**src/rtl/sar_search_8bit.sv**
```systemverilog
// Purpose : successive-approximation search that recovers a hidden 8-bit target through an external comparator.
// Latency : probeCount*(SETTLE_CYCLES+1) edges from the accept edge to the edge that raises done.
// Backpress: none; start is sampled only in IDLE, and a start while busy (including DONE) is dropped.
//
// Ports:
//   clock, resetN           - single rising-edge clock, asynchronous active-low reset
//   start                   - request a search (IDLE only)
//   probeValue              - registered trial value driven to the comparator P operand
//   pLessThanQ/pEqualToQ/pGreaterThanQ - comparator flags for probeValue vs. target
//   busy                    - high in every state except IDLE
//   done                    - one-cycle completion pulse (high while in DONE)
//   result, errorFlag       - recovered value and flag-sanity error, held until next accepted start
//   probeCount              - number of flag samples taken in the last/current search (1..8)
module sar_search_8bit #(
    parameter int unsigned SETTLE_CYCLES = 0
) (
    input  logic       clock,
    input  logic       resetN,
    input  logic       start,
    output logic [7:0] probeValue,
    input  logic       pLessThanQ,
    input  logic       pEqualToQ,
    input  logic       pGreaterThanQ,
    output logic       busy,
    output logic       done,
    output logic [7:0] result,
    output logic [3:0] probeCount,
    output logic       errorFlag
);

    typedef enum logic [1:0] {
        IDLE   = 2'd0,
        PROBE  = 2'd1,
        SETTLE = 2'd2,
        DONE   = 2'd3
    } state_t;

    localparam logic [3:0] SETTLE_LOAD = 4'(SETTLE_CYCLES);

    state_t     state;
    logic [2:0] bitIndex;
    logic [3:0] settleCnt;

    logic       flagsOneHot;
    logic [7:0] bitMask;
    logic [7:0] workingValue;
    logic [7:0] nextProbe;

    // Exactly one of the three comparator flags may be set; anything else is a faulty comparator.
    assign flagsOneHot = ( pLessThanQ && !pEqualToQ && !pGreaterThanQ) ||
                         (!pLessThanQ &&  pEqualToQ && !pGreaterThanQ) ||
                         (!pLessThanQ && !pEqualToQ &&  pGreaterThanQ);

    // Trial bit under test; cleared when the probe overshot the target, kept otherwise.
    assign bitMask      = 8'h01 << bitIndex;
    assign workingValue = pGreaterThanQ ? (probeValue & ~bitMask) : probeValue;
    // Next trial sets the next lower bit on top of the resolved upper bits.
    assign nextProbe    = workingValue | (bitMask >> 1);

    always_ff @(posedge clock or negedge resetN) begin
        if (!resetN) begin
            state      <= IDLE;
            probeValue <= 8'h00;
            result     <= 8'h00;
            probeCount <= 4'd0;
            busy       <= 1'b0;
            done       <= 1'b0;
            errorFlag  <= 1'b0;
            bitIndex   <= 3'd7;
            settleCnt  <= 4'd0;
        end else begin
            case (state)
                IDLE: begin
                    done <= 1'b0;
                    if (start) begin
                        state      <= PROBE;
                        busy       <= 1'b1;
                        bitIndex   <= 3'd7;
                        probeValue <= 8'h80;
                        probeCount <= 4'd0;
                        errorFlag  <= 1'b0;
                        settleCnt  <= SETTLE_LOAD;
                    end
                end

                PROBE, SETTLE: begin
                    if (settleCnt != 4'd0) begin
                        // Hold probeValue stable while the external comparator settles.
                        state     <= SETTLE;
                        settleCnt <= settleCnt - 4'd1;
                    end else begin
                        // At most 8 samples per search, so the 4-bit count never wraps.
                        probeCount <= probeCount + 4'd1;
                        if (!flagsOneHot) begin
                            errorFlag <= 1'b1;
                            result    <= probeValue;
                            state     <= DONE;
                            done      <= 1'b1;
                        end else if (pEqualToQ) begin
                            result <= probeValue;
                            state  <= DONE;
                            done   <= 1'b1;
                        end else if (bitIndex == 3'd0) begin
                            result <= workingValue;
                            state  <= DONE;
                            done   <= 1'b1;
                        end else begin
                            bitIndex   <= bitIndex - 3'd1;
                            probeValue <= nextProbe;
                            settleCnt  <= SETTLE_LOAD;
                            state      <= PROBE;
                        end
                    end
                end

                DONE: begin
                    // start seen here is dropped; it is only honoured from IDLE.
                    done  <= 1'b0;
                    busy  <= 1'b0;
                    state <= IDLE;
                end

                default: begin
                    state <= IDLE;
                    busy  <= 1'b0;
                    done  <= 1'b0;
                end
            endcase
        end
    end

endmodule

```
**config.mk**
```make
export PLATFORM = sky130hd
export DESIGN_NAME = sar_search_8bit
export DESIGN_NICKNAME = d
export VERILOG_FILES = /design/src/rtl/sar_search_8bit.sv
export SDC_FILE = /design/constraint.sdc
export NUM_CORES = 1
export LEC_CHECK = 0
export CORE_MARGIN = 2
export CORE_UTILIZATION = 30
export DETAILED_ROUTE_END_ITERATION = 12
export GPL_TIMING_DRIVEN = 1
export PLACE_DENSITY = 0.5
export RECOVER_POWER = 100
export SLEW_MARGIN = 0
export SYNTH_ARGS = -nofsm -noshare
export SYNTH_HDL_FRONTEND = slang
export SYNTH_SLANG_ARGS = --single-unit
```
**constraint.sdc**
```tcl
create_clock -name clock -period 2.6 [get_ports clock]
set_input_delay 0.52 -clock clock [delete_from_list [all_inputs] [get_ports clock]]
set_output_delay 0.52 -clock clock [all_outputs]
set_load 0.02 [all_outputs]
```
==> flow_summary.yaml, run 1 <==
routing:
  drtIter0Drc: 67
  drc_errors: 0
  final_antenna_net_count: 0
  drt-pass1-iter-count: 4
  num_vias: 1472
  drt-vias-per-instance: 4.87
  routed_wl_um: 4130
  wire_per_inst_um: 13.7
sta:
  period_minus_slack_ns: 2.25
  rsz0062_at_grt: "no"
  worst_clock_skew_ns: 0.00414
  slew_viol_final: 0
  setup_viol: 0
  fmax_ghz: 0.444
  tns_ns: 0
  worstMarginPinSlew_ns: 0.827
  slew_headroom_pct: 44.9
  hold_viol_final: 0
  finalCritPeriodShare_pct: 86.6
logic_synthesis:
  syn_area_per_cell_um2: 9.38
  synth_area_um2: 1820
  synth_area_leaders: "dfrtp_1, nand2_1, ha_1, dfstp_2, o21ai_0"
  synth_cell_types: 45
  ys.flop_type: "dfrtp_1"
  synth-edff-count: 0
  synth.top_cell.area_share_pct: 39.9
  netlist_instances: 194
  async_flop_share_pct: 100
  synth_top_cell_by_area: "dfrtp_1"
  synth_seq_area_share_pct: 44.2
  synth_nets: 210
  ys_ff_latch: 32
  yosysWarnings: 0
clock_tree:
  clk_pin_slew_worst_paths_ns: 0.07
  post_cts_buffers: 0
  cts_tree: "yes"
  cts_hold_buf: 0
  cts.repair.resized: 0
  numClockSinks: 32
  clock-root-buffer: "clkbuf_8"
  cts_buffer_depth: 2
  clkLatencyLatePin_ns: 0.29
  cts_buffers: 5
  htree_levels: 2
worst_setup_path:
  required_ns: 2.78
  path_class: "reg -> reg"
  regToRegSetupSlack_ns: 0.35
  crit_fanout: 8
  start_kind: "flop"
  worstRegToRegCells: 6
  cp-end-kind: "flop"
  crit_arrival_ns: 2.43
  r2r-start: "bitIndex[0]$_DFFE_PN1P_"
  r2r_end: "probeValue[7]$_DFFE_PN0P_"
floorplanning:
  initial_core_util_pct: 30.9
  dieHeight_um: 81.9
  dieWidth_um: 81.9
  pin_count: 29
  die_area_um2: 6700
  rows: 28
  core_um2: 5890
global_route:
  grt_overflow: 0
  track_usage_pct: 14.5
  grt_pass1_vias: 1492
  antenna_found_initial: 0
  grt_max_degree: 33
  grt_pass1_wl_um: 7290
final_layout:
  final-instance-count-excl-fill: 302
  syn2layout_area_growth_pct: 24.6
  fin_nets: 242
  num_antenna_cells: 0
  drive_above_1_share_pct: 8.37
hold_path:
  hold_start: "result[5]$_DFFE_PN0P_"
  hold_depth: 2
  hold_path.class: "reg -> reg"
  holdPathEnd: "result[5]$_DFFE_PN0P_"
pwr:
  powerDensity_nw_per_um2: 1110
  peakVddDrop_mv: 0.291
  p_leak_uw: 0.000988
run_status:
  status: "finished, final reports clean"
placed_design:
  gp_congestion: 0.837
  dp.cells: 294
  place.detailed.hpwl_um: 2990
  io_buffer_count: 28
job:
  maxCapViolations: 0
[cell usage in the layout, fill, tap and decap left out, drive strengths merged, types with 2 or more instances in the layout]
master	count
a21oi	6
nor3	3
ha	10
inv	8
o2bb2ai	6
dfrtp	29
nor2	8
o21ai	16
nand2b	2
nor2b	7
clkbuf	12
clkdlybuf4s50	2
nand4	2
nor4b	2
a21boi	2
buf	3
nand3	9
nand2	39
mux2i	4
a22o	2
dfstp	3
a22oi	2
o22ai	5
dlygate4sd3	26
[synthesized netlist by cell type, drive strengths merged (2+ instances only)]
cell      n
nand2    39
dfrtp    29
o21ai    16
ha       10
nand3     9
inv       8
nor2      8
clkbuf    7
nor2b     7
a21oi     6
o2bb2ai   6
o22ai     5
mux2i     4
buf       3
dfstp     3
nor3      3
a21boi    2
a22o      2
a22oi     2
nand2b    2
nand4     2
nor4b     2
[sequential cells by signal, summed over array words and instances, names as in the netlist]
name and count:
bitIndex 3, settleCnt 4, done 1, errorFlag 1, busy 1, probeCount 4, state 2, probeValue 8
result 8
[worst max-delay path by stage]
stage / start / end / slack [ns] / depth (start not counted)
2_1_floorplan: bitIndex[0]$_DFFE_PN1P_ / result[5]$_DFFE_PN0P_ / 0.69 / 6
3_3_place_gp: pLessThanQ / bitIndex[0]$_DFFE_PN1P_ / 0.38 / 5
3_5_place_dp: pLessThanQ / bitIndex[0]$_DFFE_PN1P_ / 0.30 / 5
4_1_cts: bitIndex[0]$_DFFE_PN1P_ / bitIndex[0]$_DFFE_PN1P_ / 0.37 / 6
5_1_grt: bitIndex[0]$_DFFE_PN1P_ / bitIndex[0]$_DFFE_PN1P_ / 0.1 / 6
6_report: bitIndex[0]$_DFFE_PN1P_ / probeValue[7]$_DFFE_PN0P_ / 0.35 / 6
[where the power goes]
group	leakage, µW	switching (µW)	internal [µW]	total (µW)
clock	0.0000455	185	216	401
sequential	0.000404	145	666	811
combinational	0.000538	767	544	1310
total	0.000988	1100	1430	2520
[metrics by stage]
step / instance area, µm² / hold slack (ns) / power [µW] / setup slack (ns) / utilization (%)
after floorplan: 1820 / 0.224 / 1750 / 0.693 / -
after global placement: 2200 / 0.461 / 2230 / 0.376 / 37.4
after detailed placement: 2200 / 0.471 / 2240 / 0.300 / 37.4
after CTS: 2290 / 0.487 / 2650 / 0.370 / 38.9
after global routing: 2270 / 0.506 / 2760 / 0.0975 / 38.5
final: 2270 / 0.475 / 2520 / 0.348 / 38.5
[cell families after synthesis]
| group | after synthesis | synth area share (%) |
|---|---|---|
| AND/OR/NAND/NOR | 79 | 21.6 |
| AO/OA/AOI/OAI | 48 | 19.3 |
| flip-flops | 32 | 44.2 |
| buffers and inverters | 18 | 4.26 |
| adder cells (fa/ha/maj) | 10 | 6.88 |
| multiplexers | 5 | 2.82 |
| XOR/XNOR | 2 | 0.963 |
[worst max-delay path: stages (launching register included)]
cell and delay, ns:
dfstp_1 0.59, inv_1 0.10, ha_1 0.31, nor2b_1 0.22, o41ai_4 0.36, nand2b_1 0.31
a21o_1 0.26
[cell type report]
class | count | area [µm²]
Inverter | 8 | 30.0
Clock buffer | 8 | 90.1
Timing Repair Buffer | 35 | 320
Tap cell | 75 | 93.8
Sequential cell | 32 | 805
Multi-Input combinational cell | 144 | 927
Fill cell | 626 | 3620
[routing by layer]
metal  vias up  global-route usage, %  wire length (µm)
met5         -                      0                 0
met4         0                   6.33                82
met3         6                   4.07               138
met2        18                   21.6              1830
met1       695                   19.4              2080
li1        753                      -                 -
(Power assumes the default switching activity.)
==> run 2: changes to the inputs <==
--- a/config.mk
+++ b/config.mk
@@ -5,11 +5,11 @@
 export SDC_FILE = /design/constraint.sdc
 export NUM_CORES = 1
 export LEC_CHECK = 0
-export CORE_MARGIN = 2
+export CORE_MARGIN = 10
 export CORE_UTILIZATION = 30
 export DETAILED_ROUTE_END_ITERATION = 12
 export GPL_TIMING_DRIVEN = 1
-export PLACE_DENSITY = 0.5
+export PLACE_DENSITY = 0.6
 export RECOVER_POWER = 100
 export SLEW_MARGIN = 0
 export SYNTH_ARGS = -nofsm -noshare
==> run 2 against run 1 <==
Effect of this change:
- fmax grew 2.7%
- flip-flop and latch count is the same
- largest power group unchanged
- cell count is the same
==> flow_summary.yaml, run 2 (synthesized netlist as in run 1, its figures left out) <==
routing:
  wire_per_inst_um: 13.9
  num_vias: 1448
  routed_wl_um: 4210
  drtIter0Drc: 115
  drc_errors: 0
  drt-pass1-iter-count: 4
  drt-vias-per-instance: 4.79
  final_antenna_net_count: 0
sta:
  tns_ns: 0
  slew_headroom_pct: 46.3
  worstMarginPinSlew_ns: 0.806
  hold_viol_final: 0
  rsz0062_at_grt: "no"
  finalCritPeriodShare_pct: 84.3
  fmax_ghz: 0.456
  setup_viol: 0
  slew_viol_final: 0
  fin_ws_ns: 0.407
  worst_clock_skew_ns: 0.00762
  period_minus_slack_ns: 2.19
hold_path:
  hold_path.class: "reg -> reg"
  holdPathEnd: "result[4]$_DFFE_PN0P_"
  hold_start: "result[4]$_DFFE_PN0P_"
  hold_depth: 2
worst_setup_path:
  crit_fanout: 9
  start_kind: "flop"
  crit_arrival_ns: 2.42
  r2r_end: "bitIndex[0]$_DFFE_PN1P_"
  cp-end-kind: "flop"
  max_stage_delay_ns: 0.58
  r2r-start: "bitIndex[0]$_DFFE_PN1P_"
  regToRegSetupSlack_ns: 0.41
  path_buf_inv: 1
  crit_path_cell_trace: "inv_1 > ha_1 > nor2b_1 > nor3_2 > nand2_1 > mux2_2"
  critPathSlowestCell: "dfstp_1"
  worstRegToRegCells: 6
  required_ns: 2.82
  path_delay_family: "simple AND/OR/NAND/NOR gates"
  path_class: "reg -> reg"
pwr:
  powerDensity_nw_per_um2: 1150
  p_sw_share_pct: 41.5
  comb_power_share_pct: 49.5
  switchingPower_uw: 1100
  p_leak_uw: 0.00101
  clkPwrFrac_pct: 20.0
  p_int_uw: 1560
  peakVddDrop_mv: 0.375
  pwr-share-seq_pct: 30.5
final_layout:
  final_common_cell: "nand2_1"
  drive_above_1_share_pct: 9.25
  syn2layout_area_growth_pct: 26.7
  final-instance-count-excl-fill: 302
  fin_nets: 242
  num_antenna_cells: 0
  layout_common_cells: "nand2_1, dfrtp_1, dlygate4sd3_1"
  top_regs: "probeValue (8), result (8)"
placed_design:
  dp.cells: 294
  gp_congestion: 0.771
  place.detailed.hpwl_um: 3060
  place_ws_ns: 0.312
  io_buffer_count: 28
global_route:
  use_met1_pct: 11.5
  grt_use_met3_pct: 1.97
  busiest_layer: "met2"
  grt_max_degree: 33
  grt_overflow: 0
  grt_pass1_vias: 1392
  antenna_found_initial: 0
  track_usage_pct: 8.85
  grt_pass1_wl_um: 7150
  met2_usage_pct: 13.8
clock_tree:
  clk_pin_slew_worst_paths_ns: 0.07
  cts_buffer_depth: 2
  post_cts_buffers: 0
  numClockSinks: 32
  htree_levels: 2
  cts_hold_buf: 0
  cts.repair.resized: 0
  cts_tree: "yes"
  clock-root-buffer: "clkbuf_8"
  clkLatencyLatePin_ns: 0.29
  cts_buffers: 5
run_status:
  status: "finished, final reports clean"
floorplanning:
  rows: 28
  initial_core_util_pct: 30.7
  pin_count: 29
  dieWidth_um: 97.9
  dieHeight_um: 97.9
  die_area_um2: 9580
  core_um2: 5920
job:
  maxCapViolations: 0
-- run 2: cell count changes in the layout (fill, tap and decap cells not counted) --
| cell | previous run | this run |
|---|---|---|
| bufinv_16 | 0 | 1 |
| clkbuf_2 | 2 | 1 |
| clkbuf_8 | 6 | 7 |
| buf_4 | 3 | 4 |
| o21ai_1 | 0 | 1 |
| clkbuf_1 | 4 | 2 |
| dlygate4sd3_1 | 26 | 25 |
| o21ai_0 | 16 | 15 |
| clkdlybuf4s50_1 | 2 | 3 |
-- run 2: worst max path at each step --
stage	depth (start not counted)	endpoint	start
global route	6	bitIndex[0]$_DFFE_PN1P_	bitIndex[0]$_DFFE_PN1P_
floorplan	6	result[5]$_DFFE_PN0P_	bitIndex[0]$_DFFE_PN1P_
detailed placement	5	bitIndex[0]$_DFFE_PN1P_	pLessThanQ
global placement	5	bitIndex[0]$_DFFE_PN1P_	pLessThanQ
finish	6	bitIndex[0]$_DFFE_PN1P_	bitIndex[0]$_DFFE_PN1P_
CTS	6	bitIndex[0]$_DFFE_PN1P_	bitIndex[0]$_DFFE_PN1P_
-- run 2: tightest hold or removal path: stages, from the launching register on --
cell     delay [ns]
dfrtp_1        0.34
nand2_1        0.04
o21ai_0        0.06
-- run 2: per-stage QoR --
step | cell area, µm² | utilization [%] | power, µW | hold WS, ns
2_1_floorplan | 1820 | - | 1750 | 0.224
3_3_place_gp | 2200 | 37.1 | 2220 | 0.473
3_5_place_dp | 2200 | 37.1 | 2240 | 0.476
4_1_cts | 2320 | 39.3 | 2780 | 0.492
5_1_grt | 2300 | 38.9 | 2870 | 0.510
6_report | 2300 | 38.9 | 2660 | 0.478
-- run 2: metal layers --
layer / vias up / routed length [µm]
met5: - / 0
met4: 0 / 65
met3: 5 / 102
met2: 16 / 2010
met1: 678 / 2030
li1: 749 / -
-- run 2: layout make-up --
type	instances	area, µm²
clock buffers	7	96.3
clock inverters	1	30.0
fillers	606	3620
inverters	8	30.0
multi-input cells	144	927
flip-flops and latches	32	805
well taps	75	93.8
repair buffers	35	323
-- run 2: power by group through the flow --
stage	logic (µW)	clock network [µW]	registers (µW)
final	1320	531	811
after global routing	1470	566	835
after CTS	1410	547	821
after detailed placement	1410	0	830
after global placement	1390	0	827
after floorplan	835	0	920
==> run 3: changes to the inputs <==
==> constraint.sdc (replaced) <==
create_clock -name clock -period 2.05 [get_ports clock]
set_input_delay 0.41 -clock clock [delete_from_list [all_inputs] [get_ports clock]]
set_output_delay 0.41 -clock clock [all_outputs]
set_load 0.02 [all_outputs]
==> run 3 against run 2 <==
Effect of this change:
- sequential share of layout area decreased by 1.2 points
- cell count increased by 4.0%
- worst setup slack got worse by 0.35 ns
- via count increased by 5.0%
- non-clock buffer count increased by 12
- fmax increased by 10%
- register-to-register slack got worse by 0.35 ns
- die area unchanged
- clock-buffer cell count increased by 1
- combinational power increased by 43%
- first-iteration DRC count decreased by 32%
- sequential power increased by 26%
- critical path type unchanged
- critical endpoint is now probeValue[5]$_DFFE_PN0P_
- largest power group unchanged
==> flow_summary.yaml, run 3 (synthesized netlist as in run 1, its figures left out) <==
clock_tree:
  cts_buffer_depth: 2
  htree_levels: 2
  cts_hold_buf: 0
  clkLatencyLatePin_ns: 0.28
  clk_pin_slew_worst_paths_ns: 0.06
  cts_buffers: 5
  cts_tree: "yes"
  numClockSinks: 32
  clock-root-buffer: "clkbuf_8"
pwr:
  peakVddDrop_mv: 0.472
  p_total_uw: 3400
  powerDensity_nw_per_um2: 1430
  p_leak_uw: 0.00102
global_route:
  grt_pass1_wl_um: 7390
  track_usage_pct: 9.34
  grt_pass1_vias: 1500
  grt_overflow: 0
  grt_max_degree: 33
  antenna_found_initial: 0
final_layout:
  num_antenna_cells: 0
  seqCellArea_um2: 805
  fin_area_um2: 2380
  num-fill-cells: 585
  top_regs: "probeValue (8), result (8)"
  drive_above_1_share_pct: 15.9
  fin_util_pct: 40.3
  syn2layout_area_growth_pct: 31.0
  multiInputGateArea_um2: 945
  final_common_cell: "nand2_1"
  fin_nets: 254
  layout_common_cells: "nand2_1, dfrtp_1, clkdlybuf4s50_1"
worst_setup_path:
  path_class: "reg -> reg"
  crit_fanout: 3
  start_kind: "flop"
  crit_arrival_ns: 2.14
  required_ns: 2.20
  cp-end-kind: "flop"
floorplanning:
  die_area_um2: 9580
  rows: 28
  dieWidth_um: 97.9
  dieHeight_um: 97.9
  initial_core_util_pct: 30.7
  pin_count: 29
  core_um2: 5920
sta:
  slew_viol_final: 0
  hold_viol_final: 0
  slew_headroom_pct: 46.1
  worst_clock_skew_ns: 0.00232
  worstMarginPinSlew_ns: 0.809
  fmax_ghz: 0.502
  finalCritPeriodShare_pct: 97.2
  setup_viol: 0
  rsz0062_at_grt: "yes"
  period_minus_slack_ns: 1.99
job:
  maxCapViolations: 0
placed_design:
  place_area_um2: 2280
  gp_congestion: 0.780
  io_buffer_count: 28
  place.detailed.hpwl_um: 3300
run_status:
  status: "finished, final reports clean"
routing:
  drt-vias-per-instance: 4.84
  routed_wl_um: 4400
  wire_per_inst_um: 14.0
  num_vias: 1521
  drc_errors: 0
  drt-pass1-iter-count: 4
  final_antenna_net_count: 0
  drtIter0Drc: 78
hold_path:
  hold_path.class: "reg -> reg"
[run 3: worst max-delay path, stage by stage, from the launching register on]
cell and delay (ns):
dfrtp_1 0.41, inv_2 0.08, ha_2 0.17, or3b_4 0.40
o41ai_4 0.46, and2b_1 0.22, o221ai_1 0.13
[run 3: area by class of cell]
cell class                 instances  share of cell area, %
tap                               75                   3.94
sequential                        32                   33.8
clock buffer                       8                   3.78
inverter                           8                   1.26
multi-input combinational        144                   39.6
timing repair buffer              47                   17.6
[run 3: layer usage]
layer / GRT usage [%] / vias up / part of all wire [%]
met4: 4.36 / 0 / 2.0
li1: - / 776 / -
met5: 0 / - / 0
met2: 14.6 / 20 / 47
met1: 11.4 / 719 / 47
met3: 2.89 / 6 / 3.9
[run 3: metrics by stage]
step                      setup WS [ns]  hold slack (ns)  cells  TNS (ns)
after floorplan                   0.143            0.114    194         0
after global placement           0.0515            0.465    305         0
after detailed placement         0.0206            0.470    305         0
after CTS                        0.0317            0.484    313         0
after global routing            -0.0230            0.509    314   -0.0380
final                            0.0573            0.480    314         0
[run 3: what timing repair did]
item                                   4_1_cts  5_1_grt
gates resized for setup                      0        3
endpoints found under the hold margin        0        0
setup endpoints to repair                    0        8
buffers inserted                             0        1
[run 3: final timing paths]
path,start,endpoint,slack [ns],cells past startpoint
worst min-delay path,result[2]$_DFFE_PN0P_,result[2]$_DFFE_PN0P_,0.48,2
worst max register to register,settleCnt[1]$_DFFE_PN0P_,probeValue[5]$_DFFE_PN0P_,0.06,6
min in group asynchronous,resetN,probeValue[2]$_DFFE_PN0P_,0.74,2
max in group asynchronous,resetN,state[0]$_DFFE_PN0N_,0.80,2
worst max-delay path,settleCnt[1]$_DFFE_PN0P_,probeValue[5]$_DFFE_PN0P_,0.06,6
worst min register to register,result[2]$_DFFE_PN0P_,result[2]$_DFFE_PN0P_,0.48,2
[run 3: power by group]
group | internal [µW] | leakage [µW] | total [µW] | switching [µW]
clock | 273 | 0.0000455 | 494 | 221
combinational | 856 | 0.000567 | 1890 | 1030
sequential | 846 | 0.000405 | 1020 | 170
